## config.mk

```make
export PLATFORM = sky130hd
export DESIGN_NAME = button_conditioner
export DESIGN_NICKNAME = d
export VERILOG_FILES = /design/src/rtl/button_conditioner.sv
export SDC_FILE = /design/constraint.sdc
export NUM_CORES = 1
export LEC_CHECK = 0
export BUFFER_PORTS_ARGS = -buffer_cell sky130_fd_sc_hd__buf_4
export CAP_MARGIN = 15
export CORE_UTILIZATION = 35
export CTS_CLUSTER_SIZE = 25
export DETAILED_ROUTE_END_ITERATION = 16
export PLACE_DENSITY_LB_ADDON = 0.3
export REMOVE_ABC_BUFFERS = 1
export SYNTH_ARGS = -nofsm -noshare
export SYNTH_HDL_FRONTEND = slang
export SYNTH_SLANG_ARGS = --single-unit
```

## constraint.sdc

```tcl
create_clock -name CLK -period 5.6 [get_ports CLK]
set_input_delay 0.56 -clock CLK [delete_from_list [all_inputs] [get_ports CLK]]
set_output_delay 0.56 -clock CLK [all_outputs]
set_load 0.02 [all_outputs]
```

## src/rtl/button_conditioner.sv

```systemverilog
// button_conditioner: debounces four colour buttons and a start button, then
// turns the debounced colours into a single accepted press (IN / IN_VALID).
// A second colour showing up is reported with a one-cycle MULTI_ERR pulse.
//
// Build option: define BTN_SYNC_EN to put a two-flop synchronizer in front of
// every debouncer, which adds two cycles of latency. Without it the raw pins
// feed the debouncers directly.
module button_conditioner #(
    parameter int DEBOUNCE_CYCLES = 500000
) (
    input  logic       CLK,
    input  logic       RST,
    input  logic [3:0] BTN,
    input  logic       BTN_START,
    output logic [1:0] IN,
    output logic       IN_VALID,
    output logic       START_GAME,
    output logic       MULTI_ERR
);

    localparam int CNT_W = $clog2(DEBOUNCE_CYCLES + 1);
    // Count value seen on the last differing sample before a level flips.
    localparam logic [CNT_W-1:0] CNT_LAST = CNT_W'(DEBOUNCE_CYCLES - 1);
    localparam logic [CNT_W-1:0] CNT_ONE  = CNT_W'(1);

    typedef enum logic [1:0] {
        IDLE    = 2'd0,
        PRESSED = 2'd1,
        DRAIN   = 2'd2
    } state_t;

    // Bit 4 is the start button, bits 3:0 are the colours.
    logic [4:0] raw_bus;
    logic [4:0] level;

    assign raw_bus = {BTN_START, BTN};

    genvar gi;
    generate
        for (gi = 0; gi < 5; gi++) begin : g_chan
            logic sample;
            logic stable_reg;
            logic [CNT_W-1:0] cnt_reg;

`ifdef BTN_SYNC_EN
            logic meta_reg;
            logic sync_reg;

            // Two-flop synchronizer bringing the raw pin into the CLK domain.
            always_ff @(posedge CLK) begin
                if (RST) begin
                    meta_reg <= 1'b0;
                    sync_reg <= 1'b0;
                end else begin
                    meta_reg <= raw_bus[gi];
                    sync_reg <= meta_reg;
                end
            end

            assign sample = sync_reg;
`else
            assign sample = raw_bus[gi];
`endif

            // Debouncer: flip the stable level only after DEBOUNCE_CYCLES
            // consecutive samples disagree with it; any agreeing sample restarts.
            always_ff @(posedge CLK) begin
                if (RST) begin
                    stable_reg <= 1'b0;
                    cnt_reg    <= '0;
                end else if (sample == stable_reg) begin
                    cnt_reg <= '0;
                end else if (cnt_reg == CNT_LAST) begin
                    stable_reg <= ~stable_reg;
                    cnt_reg    <= '0;
                end else begin
                    cnt_reg <= cnt_reg + CNT_ONE;
                end
            end

            assign level[gi] = stable_reg;
        end
    endgenerate

    logic [3:0] colors;
    logic [3:0] prev_colors_reg;
    logic [3:0] cap_mask;
    logic [3:0] new_rise;
    logic [1:0] color_idx;
    logic       one_hot;
    logic       any_color;

    state_t     state_reg;
    logic [1:0] in_reg;
    logic       in_valid_reg;
    logic       start_game_reg;
    logic       multi_err_reg;

    assign colors    = level[3:0];
    assign any_color = |colors;
    // Clearing the lowest set bit leaves zero only when exactly one bit was set.
    assign one_hot   = any_color && ((colors & (colors - 4'd1)) == 4'd0);
    // Binary index of the set bit; only meaningful when one_hot holds.
    assign color_idx = {colors[3] | colors[2], colors[3] | colors[1]};
    assign cap_mask  = 4'b0001 << in_reg;
    // Colours that went high this cycle, ignoring the one already captured.
    assign new_rise  = colors & ~prev_colors_reg & ~cap_mask;

    // Colour press FSM plus the registered start level; the two share nothing.
    always_ff @(posedge CLK) begin
        if (RST) begin
            state_reg       <= IDLE;
            in_reg          <= 2'd0;
            in_valid_reg    <= 1'b0;
            start_game_reg  <= 1'b0;
            multi_err_reg   <= 1'b0;
            prev_colors_reg <= 4'd0;
        end else begin
            start_game_reg  <= level[4];
            prev_colors_reg <= colors;
            multi_err_reg   <= 1'b0;
            case (state_reg)
                IDLE: begin
                    if (one_hot) begin
                        in_reg       <= color_idx;
                        in_valid_reg <= 1'b1;
                        state_reg    <= PRESSED;
                    end else if (any_color) begin
                        multi_err_reg <= 1'b1;
                        state_reg     <= DRAIN;
                    end
                end
                PRESSED: begin
                    if (|new_rise) begin
                        multi_err_reg <= 1'b1;
                    end
                    if (!colors[in_reg]) begin
                        in_valid_reg <= 1'b0;
                        state_reg    <= any_color ? DRAIN : IDLE;
                    end
                end
                DRAIN: begin
                    if (!any_color) begin
                        state_reg <= IDLE;
                    end
                end
                default: begin
                    state_reg    <= IDLE;
                    in_valid_reg <= 1'b0;
                end
            endcase
        end
    end

    assign IN         = in_reg;
    assign IN_VALID   = in_valid_reg;
    assign START_GAME = start_game_reg;
    assign MULTI_ERR  = multi_err_reg;

endmodule

```

=== After elaboration in Yosys (flattened, before gate mapping) ===
Cells that the tools add are included.
W data, S select, Z words.

* Register bits: 111
* Input port bits: 7
* Logic and storage cells: 91

* Add/subtract/negate cells: 6
* Magnitude comparators: 1
* Eq/ne operators: 16
* Shift-type cells: 1
* Muxes and demuxes: 15
* Bitwise logic cells: 18
* Reductions and logical operators: 18

{| class="wikitable"
|+ Operator list
! kind !! number
|-
| $add A19 B1 Y19 const B || 5
|-
| $eq A19 B19 Y1 const B || 5
|-
| $reduce_or A3 Y1 || 5
|-
| $and A4 B4 Y4 || 3
|-
| $reduce_and A2 Y1 || 6
|-
| $not A1 Y1 || 11
|-
| $mux W2 || 5
|-
| $not A4 Y4 || 2
|-
| $reduce_or A4 Y1 || 2
|-
| $mux W1 || 6
|-
| $ne A2 B2 Y1 const B || 3
|-
| $pmux W2 S3 || 1
|-
| $reduce_and A3 Y1 || 2
|-
| $eq A1 B1 Y1 || 5
|-
| $logic_not A4 Y1 || 1
|-
| $shl A1 B2 Y4 const A || 1
|-
| $sub A4 B1 Y4 const B || 1
|-
| $lt A2 B3 Y1 const B || 1
|-
| $ne A3 B3 Y1 const B || 1
|-
| $pmux W1 S3 || 1
|-
| $bmux W1 S2 || 1
|-
| $eq A2 B1 Y1 const B || 1
|-
| $eq A2 B2 Y1 const B || 1
|-
| $logic_not A2 Y1 || 1
|-
| other kinds (3) || 4
|}

=== Longest topological paths before layout ===
* Depth after elaboration: 6
* Depth in mapped cells: 6
* Depth with buffers taken out: 5

=== Worst setup path before layout ===
OpenSTA, ideal clock, no wires.

* Path type: reg-to-reg
* Start point: register g_chan[2].cnt_reg[10]
* End point: register g_chan[2].cnt_reg[10]
* Library setup time: 115 ps
* Arrival time: 1800 ps
* Setup slack: 3686 ps
* Cell stages (with the launch flop): 6
* Path buffers: 1
* Cell sequence: dfxtp_1 > or4b_1 > or4_4 > o21ai_4 > buf_6 > nor2_1

* Word-level cells in the longest chain between the ends: 2
* Elaborated cells on any way between the ends: 3
* Classes of those cells: add/sub (1); eq/ne (1); reduce/logical (1)

{| class="wikitable"
|+ Ends and longest elaborated chain
! element !! line !! text
|-
| start, declared || 43 || <nowiki>logic [CNT_W-1:0] cnt_reg;</nowiki>
|-
| start signal, assigned || 77 || <nowiki>cnt_reg <= cnt_reg + CNT_ONE;</nowiki>
|-
| parallel branches: the longest is 2 deep, another holds $add A19 B1 Y19 || n/a ||
|}

Parallel ways; which one is timed is not known.
A chain may end at the register's enable or synchronous reset.

=== Final worst setup path ===
* Start point: register g_chan[2].cnt_reg[10]
* End point: register g_chan[2].cnt_reg[9]

* Word-level cells in the longest chain between the ends: 2

{| class="wikitable"
|+ Ends and longest elaborated chain
! element !! line !! text
|-
| $eq A19 B19 Y1 || 73 || <nowiki>end else if (cnt_reg == CNT_LAST) begin</nowiki>
|-
| $reduce_or A3 Y1 (no source line) || n/a ||
|}

No other way between the ends.

==> summary.txt <==
Die
  – Row Count: 43
  – Die Height: 121.8 µm
  – Initial Utilization: 0.3602
  – I/O Pins: 12
  – Chip width: 121.8 µm
  – Core Area: 13930 µm²
  – Die Footprint: 14830 µm²

Yosys
  – Mapped Cells: 591
  – Ys flop type: dfxtp_1
  – Synthesized area: 5020 µm²
  – Post-synthesis cell type count: 48
  – Synth Area per Inst: 8.494 µm²
  – Post-synth EDFFs: 0
  – Ys Warns: 0
  – #FFs+latches synth: 111
  – Asr flop ratio synth: 0
  – Post-synthesis sequential area ratio: 0.4427

Clock tree
  – Cts bufs inserted: 9
  – Clk root buf: clkbuf_16
  – Worst-path clk slew: 70 ps
  – Post_cts resized: 0
  – Hold-fix buffers, CTS: 0
  – CTS tree: done
  – Clock Sinks: 111
  – Post-CTS Repair Setup Buffers: 0
  – CTS max path bufs: 2
  – Worst skew pair latency: 350 ps
  – Htree depth: 3

Routing
  – Wire per inst: 12.39 µm
  – Routed vias/inst: 5.115
  – TritonRoute pass-1 iters: 4
  – DRT Wirelength: 9727 µm
  – DR iter-0 viols: 195
  – Final routed DRC violation total: 0
  – Count of antenna-violating nets left after detailed routing: 0
  – Vias: 4015

Global route
  – Number of global-route vias before repair: 3887
  – GRT Resource Usage Total: 0.1439
  – Gr ovfl total: 0
  – First-pass GRT wire length: 17240 µm
  – Largest net degree at the start of global routing: 22
  – Initial antenna violation count: 0

Worst setup path
  – Startpoint types: flop
  – Critical path arrival: 2330 ps
  – R2r setup slk: 3490 ps
  – Crit path to: g_chan[2].cnt_reg[9]$_SDFF_PP0_
  – Critical path origin: g_chan[2].cnt_reg[10]$_SDFF_PP0_
  – Worst r2r dst: g_chan[2].cnt_reg[9]$_SDFF_PP0_
  – Worst Reg2Reg Path Length in Cells: 4
  – Crit path kind: reg -> reg
  – Crit. End Element: flop
  – Worst r2r src: g_chan[2].cnt_reg[10]$_SDFF_PP0_
  – Worst-path fanout max: 19
  – WP data required: 5820 ps

STA
  – Final Critical Period: 2112 ps
  – Unrepaired setup endpoints after global routing: false
  – Relative slew slack: 0.4984
  – Tcrit/Tclk final: 0.3772
  – Setup Total Neg Slack: 0 ps
  – Count of final setup violators: 0
  – Final Hold Vio Count: 0
  – Layout Skew: 6.643 ps
  – Fmax: 473.5 MHz
  – Worst Tran Pin Value: 752.3 ps
  – Final Max Slew Viols: 0

Power
  – Maximum VDD drop: 0.1673 mV
  – LEAKAGE: 1.624 nW
  – PwrDens: 269.2 nW/µm²
  – Design Power: 1.511 mW

Layout
  – Final non-filler cell total: 785
  – Final design utilization: 0.4029
  – Filler Cells Inserted: 1401
  – Layout cells sized above 1: 0.07603
  – Area Growth Syn to Fin: 11.84%
  – Diode count: 0
  – Most common cell after layout, fill and taps aside: dfxtp_1
  – Final net count: 612
  – Final instance area: 5614 µm²
  – Most frequent cells in the layout: dfxtp_1, nor2_1, xnor2_1
  – Max FFs per register: 95

Run
  – Max cap viols: 0

Placed design
  – Gpl congestion: 0.8404
  – DP HPWL: 6814 µm
  – I/O Buffers: 11
  – Post-Place Cells: 768
  – Post-DP Area: 5278 µm²

Hold path
  – Min-delay src: g_chan[0].cnt_reg[0]$_SDFF_PP0_
  – HP Class: reg -> reg

Status
  – Status: finished clean
==> synth_stat cells, types with 4 or more instances <==
library cell / count / area (µm²)
a21oi_1: 21 / 105.1
dfxtp_1: 111 / 2222
ha_1: 5 / 62.56
nand3_1: 34 / 170.2
or4_1: 6 / 45.04
o21ai_0: 14 / 70.07
nor2_1: 105 / 394.1
or2_2: 6 / 37.54
inv_1: 25 / 93.84
nor2b_1: 4 / 25.02
xor2_1: 20 / 175.2
nand2_1: 31 / 116.4
nand4_1: 29 / 181.4
nor3_1: 21 / 105.1
o31ai_1: 5 / 37.54
nor4_1: 25 / 156.4
clkbuf_1: 14 / 52.55
xnor2_1: 57 / 499.2
or3_1: 12 / 75.07
nand2b_1: 4 / 25.02
==> power by group <==
| group | total (mW) | internal, mW | switching [mW] |
|---|---|---|---|
| Clock | 0.685 | 0.393 | 0.292 |
| Sequential | 0.796 | 0.792 | 0.00403 |
| Combinational | 0.0299 | 0.0104 | 0.0196 |
| Total | 1.51 | 1.20 | 0.316 |
==> worst max-delay path, stage by stage (launching register included) <==
cell and delay [ps]:
dfxtp_1 370, or4b_1 530, or4_4 550, o21ai_4 430, nor2_1 110
==> layout make-up <==
type                    instances  area, µm²  area share
well taps                     180      225.2     0.04012
clock inverters                 7      96.34     0.01716
clock buffers                   9      225.2     0.04012
flip-flops and latches        111       2222      0.3958
multi-input cells             439       2639      0.4700
repair buffers                 14      112.6     0.02006
inverters                      25      93.84     0.01671
==> layer usage <==
layer,track usage,wire [µm]
met5,0,0
met4,0.03858,77
met3,0.04822,342
met2,0.2419,4574
met1,0.1744,4733
==> kinds of logic after synthesis <==
kind of cell,after synthesis,share of synthesized area
multiplexers,2,0.006480
buffers and inverters,41,0.03240
AO/OA/AOI/OAI,57,0.06930
adder cells (fa/ha/maj),5,0.01246
AND/OR/NAND/NOR,298,0.3023
flip-flops,111,0.4427
XOR/XNOR,77,0.1343
==> how the worst min path moves through the flow <==
stage                                        end  depth (start not counted)
6_report         g_chan[0].cnt_reg[0]$_SDFF_PP0_                          1
5_1_grt        g_chan[0].stable_reg$_SDFFE_PP0P_                          3
4_1_cts        g_chan[3].stable_reg$_SDFFE_PP0P_                          3
3_5_place_dp     g_chan[2].cnt_reg[0]$_SDFF_PP0_                          1
3_3_place_gp     g_chan[4].cnt_reg[0]$_SDFF_PP0_                          1
2_1_floorplan    g_chan[4].cnt_reg[0]$_SDFF_PP0_                          1
==> per-stage QoR <==
step           setup WS, ps  hold WS [ps]
6_report               3488         480.4
5_1_grt                3308         483.8
4_1_cts                3127         480.7
3_5_place_dp           3167         465.1
3_3_place_gp           3278         442.4
2_1_floorplan          3688         429.7
No activity file was read; power rests on OpenSTA's default activity.
